## src/rtl/i40xx_pc_stack.sv

```systemverilog
// i40xx_pc_stack
// Program counter, return-address stack and machine-cycle sequencer for the
// 40xx-family core. A machine cycle lasts NA+5 clocks:
//   A1..A(NA) : PC is driven onto the bus one nibble per clock (low first)
//   M1, M2    : memory phases (opcode returned by ROM)
//   E1..E3    : execute; the decoder command is applied on the E3 edge.
//
// Ports
//   cp2        : clock, all state changes on its rising edge
//   reset      : synchronous active-high reset
//   sync       : high during E3
//   phase      : one-hot phase (A1..A(NA), M1, M2, E1, E2, E3); this is the
//                sequencer state and can be probed directly
//   addr_nib   : PC nibble during A phases, 0 otherwise
//   addr_valid : high during A phases
//   cmd        : 0 INC, 1 HOLD, 2 JLONG, 3 JSHORT, 4 CALL, 5 RET (6/7 = INC)
//   target     : jump/call target
//   instr_end  : instruction boundary marker from the decoder
//   int_req    : level interrupt request
//   ei / di    : enable / disable interrupt pulses (di wins)
//   clr_flags  : clears ovf/unf
//   pc         : address being fetched this machine cycle
//   depth      : number of valid stack entries
//   int_en     : interrupt enable
//   int_ack    : one-clock pulse after an interrupt is taken
//   ovf / unf  : sticky stack overflow / underflow
//
// Handshake: there is no valid/ready pair here; cmd, target and instr_end
// are treated as valid only in E3 and are ignored in every other phase.

module i40xx_pc_stack #(
   parameter int          ADDR_W  = 12,
   parameter int          DEPTH   = 3,
   parameter logic [15:0] INT_VEC = 16'h0003,
   localparam int         NA      = ADDR_W / 4,
   localparam int         NP      = NA + 5,
   localparam int         DW      = $clog2(DEPTH + 1)
) (
   input  logic              cp2,
   input  logic              reset,
   output logic              sync,
   output logic [NP-1:0]     phase,
   output logic [3:0]        addr_nib,
   output logic              addr_valid,
   input  logic [2:0]        cmd,
   input  logic [ADDR_W-1:0] target,
   input  logic              instr_end,
   input  logic              int_req,
   input  logic              ei,
   input  logic              di,
   input  logic              clr_flags,
   output logic [ADDR_W-1:0] pc,
   output logic [DW-1:0]     depth,
   output logic              int_en,
   output logic              int_ack,
   output logic              ovf,
   output logic              unf
);

   typedef logic [ADDR_W-1:0]            addr_t;
   typedef logic [DEPTH-1:0][ADDR_W-1:0] stack_t;

   localparam logic [2:0] CMD_HOLD   = 3'd1;
   localparam logic [2:0] CMD_JLONG  = 3'd2;
   localparam logic [2:0] CMD_JSHORT = 3'd3;
   localparam logic [2:0] CMD_CALL   = 3'd4;
   localparam logic [2:0] CMD_RET    = 3'd5;

   localparam int      E3       = NP - 1;
   localparam addr_t   VEC      = INT_VEC[ADDR_W-1:0];
   // Low byte of the address: JSHORT replaces it and keeps the page.
   localparam addr_t   LOW_MASK = addr_t'(8'hFF);
   localparam logic [DW-1:0] FULL = DW'(DEPTH);

   // Entry 0 is the top of stack; older entries sit at higher indices.
   stack_t stk;

   stack_t        stk_n;
   logic [DW-1:0] depth_n;
   addr_t         pc_n;
   addr_t         pc_inc;
   logic          ovf_ev;
   logic          unf_ev;
   logic          take_int;

   // Shift everything down one slot; the oldest entry falls off the end.
   function automatic stack_t push_stk(input stack_t s, input addr_t v);
      stack_t r;
      r = s;
      for (int i = DEPTH - 1; i > 0; i--) r[i] = s[i-1];
      r[0] = v;
      return r;
   endfunction

   // Shift everything up one slot; the vacated bottom slot becomes 0.
   function automatic stack_t pop_stk(input stack_t s);
      stack_t r;
      r = s;
      for (int i = 0; i < DEPTH - 1; i++) r[i] = s[i+1];
      r[DEPTH-1] = '0;
      return r;
   endfunction

   assign pc_inc = pc + addr_t'(1);

   // Next-state of pc/stack. The command is resolved first; an interrupt
   // taken in the same E3 then pushes the command's resulting pc, so a
   // CALL+interrupt is two pushes and a RET+interrupt is pop then push.
   always_comb begin
      stk_n    = stk;
      depth_n  = depth;
      pc_n     = pc;
      ovf_ev   = 1'b0;
      unf_ev   = 1'b0;
      take_int = 1'b0;
      if (phase[E3]) begin
         case (cmd)
            CMD_HOLD:   pc_n = pc;
            CMD_JLONG:  pc_n = target;
            CMD_JSHORT: pc_n = (pc & ~LOW_MASK) | (target & LOW_MASK);
            CMD_CALL: begin
               stk_n = push_stk(stk_n, pc_inc);
               if (depth_n == FULL) ovf_ev = 1'b1;
               else                 depth_n = depth_n + DW'(1);
               pc_n = target;
            end
            CMD_RET: begin
               if (depth_n == '0) begin
                  pc_n   = '0;
                  unf_ev = 1'b1;
               end else begin
                  pc_n    = stk_n[0];
                  stk_n   = pop_stk(stk_n);
                  depth_n = depth_n - DW'(1);
               end
            end
            default:    pc_n = pc_inc;
         endcase

         take_int = int_req & int_en & instr_end;
         if (take_int) begin
            stk_n = push_stk(stk_n, pc_n);
            if (depth_n == FULL) ovf_ev = 1'b1;
            else                 depth_n = depth_n + DW'(1);
            pc_n = VEC;
         end
      end
   end

   always_ff @(posedge cp2) begin
      if (reset) begin
         phase   <= NP'(1);
         pc      <= '0;
         stk     <= '0;
         depth   <= '0;
         int_en  <= 1'b0;
         int_ack <= 1'b0;
         ovf     <= 1'b0;
         unf     <= 1'b0;
      end else begin
         phase   <= {phase[NP-2:0], phase[NP-1]};
         pc      <= pc_n;
         stk     <= stk_n;
         depth   <= depth_n;
         int_ack <= take_int;
         // A fresh event beats a simultaneous clear.
         ovf     <= ovf_ev | (ovf & ~clr_flags);
         unf     <= unf_ev | (unf & ~clr_flags);
         // Taking an interrupt masks further ones, even against an ei pulse.
         if (take_int || di) int_en <= 1'b0;
         else if (ei)        int_en <= 1'b1;
      end
   end

   assign sync       = phase[E3];
   assign addr_valid = |phase[NA-1:0];

   always_comb begin
      addr_nib = 4'h0;
      for (int k = 0; k < NA; k++) begin
         if (phase[k]) addr_nib = pc[4*k +: 4];
      end
   end

endmodule

```

## config.mk

```make
export PLATFORM = sky130hd
export DESIGN_NAME = i40xx_pc_stack
export DESIGN_NICKNAME = d
export VERILOG_FILES = /design/src/rtl/i40xx_pc_stack.sv
export SDC_FILE = /design/constraint.sdc
export NUM_CORES = 1
export LEC_CHECK = 0
export BUFFER_PORTS_ARGS = -buffer_cell sky130_fd_sc_hd__buf_2
export CAP_MARGIN = 20
export CORE_MARGIN = 2
export CORE_UTILIZATION = 60
export CTS_BUF_LIST = sky130_fd_sc_hd__clkbuf_4 sky130_fd_sc_hd__clkbuf_8
export CTS_CLUSTER_SIZE = 10
export DETAILED_ROUTE_END_ITERATION = 6
export PLACE_DENSITY = 0.81
export SETUP_SLACK_MARGIN = 0.4
export SYNTH_ARGS = -nofsm -noshare
export SYNTH_HDL_FRONTEND = slang
export SYNTH_SLANG_ARGS = --single-unit
```

## constraint.sdc

```tcl
create_clock -name cp2 -period 2.3 [get_ports cp2]
set_clock_uncertainty 0.05 [all_clocks]
set_input_delay 0 -clock cp2 [delete_from_list [all_inputs] [get_ports cp2]]
set_output_delay 0 -clock cp2 [all_outputs]
set_load 0.02 [all_outputs]
```

# After elaboration in Yosys (flattened, before gate mapping)
# Cells that the tools add are included.
[totals] output_inout_bits=32 in_bits=22 ram_bits=0 latchBits=0 n_memories=0 register_bits=62 rom_bits=0
[op_classes] magnitude_cmp=0 shift=0 n_mux=24 add_sub_neg=4 div_mod_pow=0 n_mul=0 n_reduce_logical=7 bitwise_logic=8 eq_ne=8
[ops] op="2-to-1 mux 36 bit" n=2
[ops] op="one-hot mux 36 bit (2 select lines)" n=1
[ops] op="one-hot mux 12 bit (4 select lines)" n=1
[ops] op="2-to-1 mux 12 bit" n=2
[ops] op="adder 12 x 1 -> 12 bit, second input constant" n=1
[ops] op="2-to-1 mux 4 bit" n=3
[ops] op="bitwise OR 12 x 8 -> 12 bit" n=1
[ops] op="2-to-1 mux 2 bit" n=5
[ops] op="2-to-1 mux 1 bit" n=9
[ops] op="equality test 3 x 2 -> 1 bit, second input constant" n=2
[ops] op="equality test 3 bit, second input constant" n=2
[ops] op="adder 2 x 1 -> 2 bit, second input constant" n=2
[ops] op="AND 1 bit" n=4
[ops] op="equality test 2 bit, second input constant" n=2
[ops] op="one-hot mux 2 bit (2 select lines)" n=1
[ops] op="OR reduction 2 bit" n=2
[ops] op="equality test 3 x 1 -> 1 bit, second input constant" n=1
[ops] op="!= test 3 bit, second input constant" n=1
[ops] op="AND reduction 3 bit" n=1
[ops] op="nonzero test 3 bit" n=1
[ops] op="OR reduction 3 bit" n=1
[ops] op="logical NOT 2 bit" n=1
[ops] op="bitwise OR 1 bit" n=2
[ops] op="subtractor 2 x 1 -> 2 bit, second input constant" n=1
[ops] op="2 further kinds" n=2

# Logic depth before layout (Yosys ltp)
[depth] word_depth=9 depth_mapped=7 ltp_nobuf=6

# Worst setup path before layout
# No wires, ideal clock.
[synth_path] path_type="register to register" start="register pc[0]" end="register stk[22] in the netlist's numbering" setup_ns=0.117 n_path_buf=0 t_required_ns=2.133 stages_incl_launch_ff=7 arrival_time_ns=1.813 setup_slack_ns=0.320 cell_sequence="dfxtp_1 > ha_1 > nand3_1 > nor4_1 > xor2_1 > a211o_1 > a22o_1"
[synth_between] elab_chain_cells=3
[synth_rtl] item="from (decl)" line_no="52" text="output logic [ADDR_W-1:0] pc,"
[synth_rtl] item="from (signal assigned)" line_no="162" text="pc <= pc_n;"
[synth_rtl] item="adder 12 x 1 -> 12 bit" line_no="104" text="assign pc_inc = pc + addr_t'(1);"
[synth_rtl] item="one-hot mux 36 bit (2 select lines)" line_no="117" text="case (cmd)"
[synth_rtl] item="2-to-1 mux 36 bit" line_no="141" text="if (take_int) begin"
[synth_rtl] item="to (signal assigned)" line_no="163" text="stk <= stk_n;"
[synth_rtl] item="to (decl)" line_no="76" text="stack_t stk;"
# No other way between the ends.
# A chain may end at the register's enable or synchronous reset.

# Final worst setup path
[layout_path] start="register depth[0]" end="register stk[22] in the netlist's numbering"
[layout_between] elab_chain_cells=4
[layout_rtl] item="from (decl)" line_no="53" text="output logic [DW-1:0] depth,"
[layout_rtl] item="from (signal assigned)" line_no="164" text="depth <= depth_n;"
[layout_rtl] item="logical NOT 2 bit" line_no="128" text="if (depth_n == '0) begin"
[layout_rtl] item="2-to-1 mux 36 bit" line_no="128"
[layout_rtl] item="one-hot mux 36 bit (2 select lines)" line_no="117"
[layout_rtl] item="2-to-1 mux 36 bit" line_no="141"
# No other way between the ends. The select of a mux whose other input is x is not followed.

==> impl_summary.txt <==
----------------------------------------------------
[Synth]
  Top flip-flop cell by instance count after synthesis ... sky130_fd_sc_hd__dfxtp_1
  Most frequent cells after synthesis ... sky130_fd_sc_hd__dfxtp_1, sky130_fd_sc_hd__nor2_1, sky130_fd_sc_hd__a21oi_1, sky130_fd_sc_hd__nand2_1, sky130_fd_sc_hd__clkbuf_1
  Top-count cell post-synth ... sky130_fd_sc_hd__dfxtp_1
  Synth Area in Adders ... 0.329%
  Gate count of the mapped netlist ... 473
  Proportion of synthesized chip area in sequential cells ... 32.6%
  Syn avg cell area ... 8.05 sq um
  Number of synthesized register bits ... 62
  XOR/XNOR share of the synthesized area ... 1.61%
  FFs w/ async S/R, synth ... 0%
  Total standard cell area after synthesis ... 3810 sq um
  Largest family of logic cells by synthesized area ... compound AO/OA/AOI/OAI gates
  Share of Yosys cell area claimed by the top area cell type ... 32.6%
  Area fraction in and, or, nand and nor cells after synthesis ... 20.8%
  Largest cells by area after synthesis ... sky130_fd_sc_hd__dfxtp_1, sky130_fd_sc_hd__a21oi_1, sky130_fd_sc_hd__nor2_1
  Distinct cells, synth ... 65
  Number of synthesized flops with an enable pin ... 0
  Ys Warns ... 0
  Syn Nets ... 496
  Post-synthesis mux area share ... 0.789%
  Complex-gate fraction of the synthesized area ... 37.5%
  Cell type with the highest aggregate area in the netlist ... sky130_fd_sc_hd__dfxtp_1

[Global routing]
  Vias in the first global route ... 3695
  Global route total overflow ... 0
  Largest net degree at the start of global routing ... 49
  Initial antenna violation count ... 0
  First-pass GRT wire length ... 18900 microns
  All-Layer GR Usage ... 33.0%

[Timing]
  Achievable Freq ... 0.542 GHz
  Final critical-path required period ... 1.85 ns
  RSZ-0062 raised after global routing ... true
  Number of hold-slack violations in the final timing report ... 0
  Final setup fails ... 0
  Slew at the pin closest to its max-slew limit ... 0.580 ns
  Setup tns final ... 0 ns
  Ratio of final minimum period to clock period ... 80.3%
  Final setup margin ... 0.454 ns
  Worst max-slew margin expressed relative to the limit ... 61.3%
  Max-slew violation count ... 0

[Die]
  I/O pin count ... 54
  Row cnt ... 29
  Die Footprint ... 7000 sq um
  Die height ... 83.7 microns
  X dimension of the die ... 83.7 microns
  Placeable core region ... 6240 sq um
  Initial core utilization ... 61.0%

[Placed design]
  Number of port buffers ... 53
  HPWL Detailed ... 7880 microns
  RD Place Congestion ... 1.04
  Setup Slack @ Placement ... 0.219 ns
  Number of cells in the design after placement ... 579

[Layout]
  Sequential cell area ... 1260 sq um
  Area overhead of the layout relative to synthesis ... 19.1%
  Nets@finish ... 548
  Number of filler instances in the final layout ... 471
  Share of final-layout standard cells stronger than drive strength 1 ... 24.7%
  Post-route non-filler standard cell count ... 607
  Total area of multi-input combinational cells ... 2430 sq um
  Total inserted antenna cells ... 0

[Clocking]
  Latest clock arrival within the worst-skew pair ... 0.35 ns
  Clk pin slew, worst setup/hold paths ... 0.07 ns
  TritonCTS buffer count ... 9
  H-tree depth ... 3
  Root buffer selected by CTS ... sky130_fd_sc_hd__clkbuf_8
  Clk sink count ... 62
  Clock tree buffer depth ... 2
  Clock tree from TritonCTS ... built

[Critical path]
  Critical path data arrival time ... 2.09 ns
  Worst endpoint required time ... 2.54 ns
  R2R cell count ... 5
  Largest fanout on the critical path ... 12
  Startpoint Class ... flop
  Critical Setup Path Class ... reg2reg
  Worst setup EP type ... flop

[Power]
  VDD IR max ... 0.000492 V
  Pwr dens ... 512 nW/um^2
  Standby leakage power ... 0.00168 uW

[Routing]
  Wirelength, routed ... 11600 microns
  Mean number of vias per cell ... 6.73
  Violation count after the first detailed-route iteration ... 475
  Remaining routing DRC violations ... 0
  Count of vias placed by the detailed router ... 4086
  Final antenna-violating net count ... 0
  Detailed-routing iteration count for the pre-antenna-repair pass ... 6
  Average wire length per cell after detail routing ... 19.1 microns

[Status]
  Status ... finished, final reports clean

[Min path]
  Worst hold path stage count ... 2
  Class of the tightest hold or removal check ... in2reg

[Flow run]
  MaxCap Viol Count ... 0

----------------------------------------------------
==> layout make-up <==
class / count / share of cell area (%)
repair buffers: 79 / 10.7
well taps: 77 / 2.13
clock buffers: 11 / 3.20
inverters: 16 / 1.32
multi-input cells: 357 / 53.6
clock inverters: 5 / 1.30
flip-flops and latches: 62 / 27.7
==> cells by family (layout without fill, tap and decap cells) <==
logic type | count (synthesis) | after routing
adder cells (fa/ha/maj) | 1 | 1
AND/OR/NAND/NOR | 152 | 152
flip-flops | 62 | 62
XOR/XNOR | 7 | 7
multiplexers | 3 | 3
AO/OA/AOI/OAI | 194 | 194
buffers and inverters | 54 | 111
==> critical path, cell delays in order (launching register included) <==
cell,delay (ns)
sky130_fd_sc_hd__dfxtp_2,0.39
sky130_fd_sc_hd__nor2_2,0.26
sky130_fd_sc_hd__a21o_2,0.37
sky130_fd_sc_hd__a21boi_2,0.11
sky130_fd_sc_hd__nor2_1,0.39
sky130_fd_sc_hd__a22o_1,0.21
==> flip-flops by register name, indices dropped and copies added, names as in the netlist <==
name     flops
int_en       1
ovf          1
unf          1
depth        2
pc          12
phase        8
stk         36
int_ack      1
==> path summary, 6_finish.rpt <==
path	startpoint	endpoint	slack [ns]
max	depth[0]$_SDFFE_PP0P_	stk[22]$_SDFFE_PP0P_	0.45
min	reset	phase[1]$_SDFF_PP0_	0.09
max reg2reg	depth[0]$_SDFFE_PP0P_	stk[22]$_SDFFE_PP0P_	0.45
min reg2reg	phase[5]$_SDFF_PP0_	phase[6]$_SDFF_PP0_	0.41
==> cells in the final DEF (no fill, tap or decap), types with 3 or more instances in the layout <==
master | synthesis | final
sky130_fd_sc_hd__nand3_1 | 10 | 8
sky130_fd_sc_hd__mux2i_1 | 3 | 3
sky130_fd_sc_hd__a221oi_1 | 5 | 5
sky130_fd_sc_hd__and3_1 | 6 | 6
sky130_fd_sc_hd__a31oi_1 | 6 | 6
sky130_fd_sc_hd__o22ai_1 | 13 | 13
sky130_fd_sc_hd__xor2_1 | 4 | 3
sky130_fd_sc_hd__nand2b_1 | 18 | 18
sky130_fd_sc_hd__inv_1 | 15 | 15
sky130_fd_sc_hd__nand2_1 | 31 | 31
sky130_fd_sc_hd__buf_2 | 14 | 53
sky130_fd_sc_hd__o221ai_1 | 4 | 4
sky130_fd_sc_hd__clkbuf_8 | 0 | 10
sky130_fd_sc_hd__a211oi_1 | 19 | 19
sky130_fd_sc_hd__o211ai_1 | 13 | 13
sky130_fd_sc_hd__nor3_1 | 10 | 9
sky130_fd_sc_hd__a22o_1 | 13 | 13
sky130_fd_sc_hd__or3b_2 | 4 | 4
sky130_fd_sc_hd__a22oi_1 | 12 | 12
sky130_fd_sc_hd__dfxtp_1 | 62 | 53
sky130_fd_sc_hd__o32ai_1 | 3 | 3
sky130_fd_sc_hd__a21oi_1 | 32 | 32
sky130_fd_sc_hd__nor2b_1 | 16 | 16
sky130_fd_sc_hd__o2bb2ai_1 | 7 | 7
sky130_fd_sc_hd__xnor2_1 | 3 | 3
sky130_fd_sc_hd__o21bai_1 | 4 | 4
sky130_fd_sc_hd__nor2_1 | 40 | 39
sky130_fd_sc_hd__dfxtp_2 | 0 | 7
sky130_fd_sc_hd__buf_4 | 2 | 21
sky130_fd_sc_hd__dlygate4sd3_1 | 0 | 3
sky130_fd_sc_hd__nor4_1 | 4 | 3
sky130_fd_sc_hd__a21o_1 | 5 | 4
sky130_fd_sc_hd__a311oi_1 | 6 | 6
sky130_fd_sc_hd__a2bb2oi_1 | 11 | 11
sky130_fd_sc_hd__o21ai_0 | 15 | 15
==> routing by layer <==
metal  GRT usage, %  wire length (microns)
met1           47.9                   5000
met2           48.6                   5190
met3           6.82                   1190
met4           11.3                    242
met5              0                      0
==> what timing repair did <==
| item | in CTS | in global routing |
|---|---|---|
| resized for setup | 6 | 26 |
| endpoints found under the setup margin | 28 | 36 |
| hold endpoints to repair | 3 | 0 |
| gates cloned | 0 | 0 |
| buffers inserted | 6 | 3 |
| hold buffers | 3 | 0 |
| pin swaps | 1 | 4 |
==> stage by stage <==
| step | power, uW | util (%) | hold slack [ns] | cell area (sq um) |
|---|---|---|---|---|
| 2_1_floorplan | 1270 | - | 0.0283 | 3810 |
| 3_3_place_gp | 1330 | 65.6 | 0.116 | 4090 |
| 6_report | 2320 | 72.6 | 0.0874 | 4530 |
| 3_5_place_dp | 1340 | 65.6 | 0.122 | 4090 |
| 4_1_cts | 2320 | 70.4 | 0.0683 | 4390 |
| 5_1_grt | 2390 | 72.6 | 0.116 | 4530 |
==> power by group <==
part	internal (uW)	leakage, uW	switching, uW
logic	84.8	0.00107	154
registers	1080	0.000506	9.80
clock network	542	0.0000990	454
(Power assumes the default switching activity.)
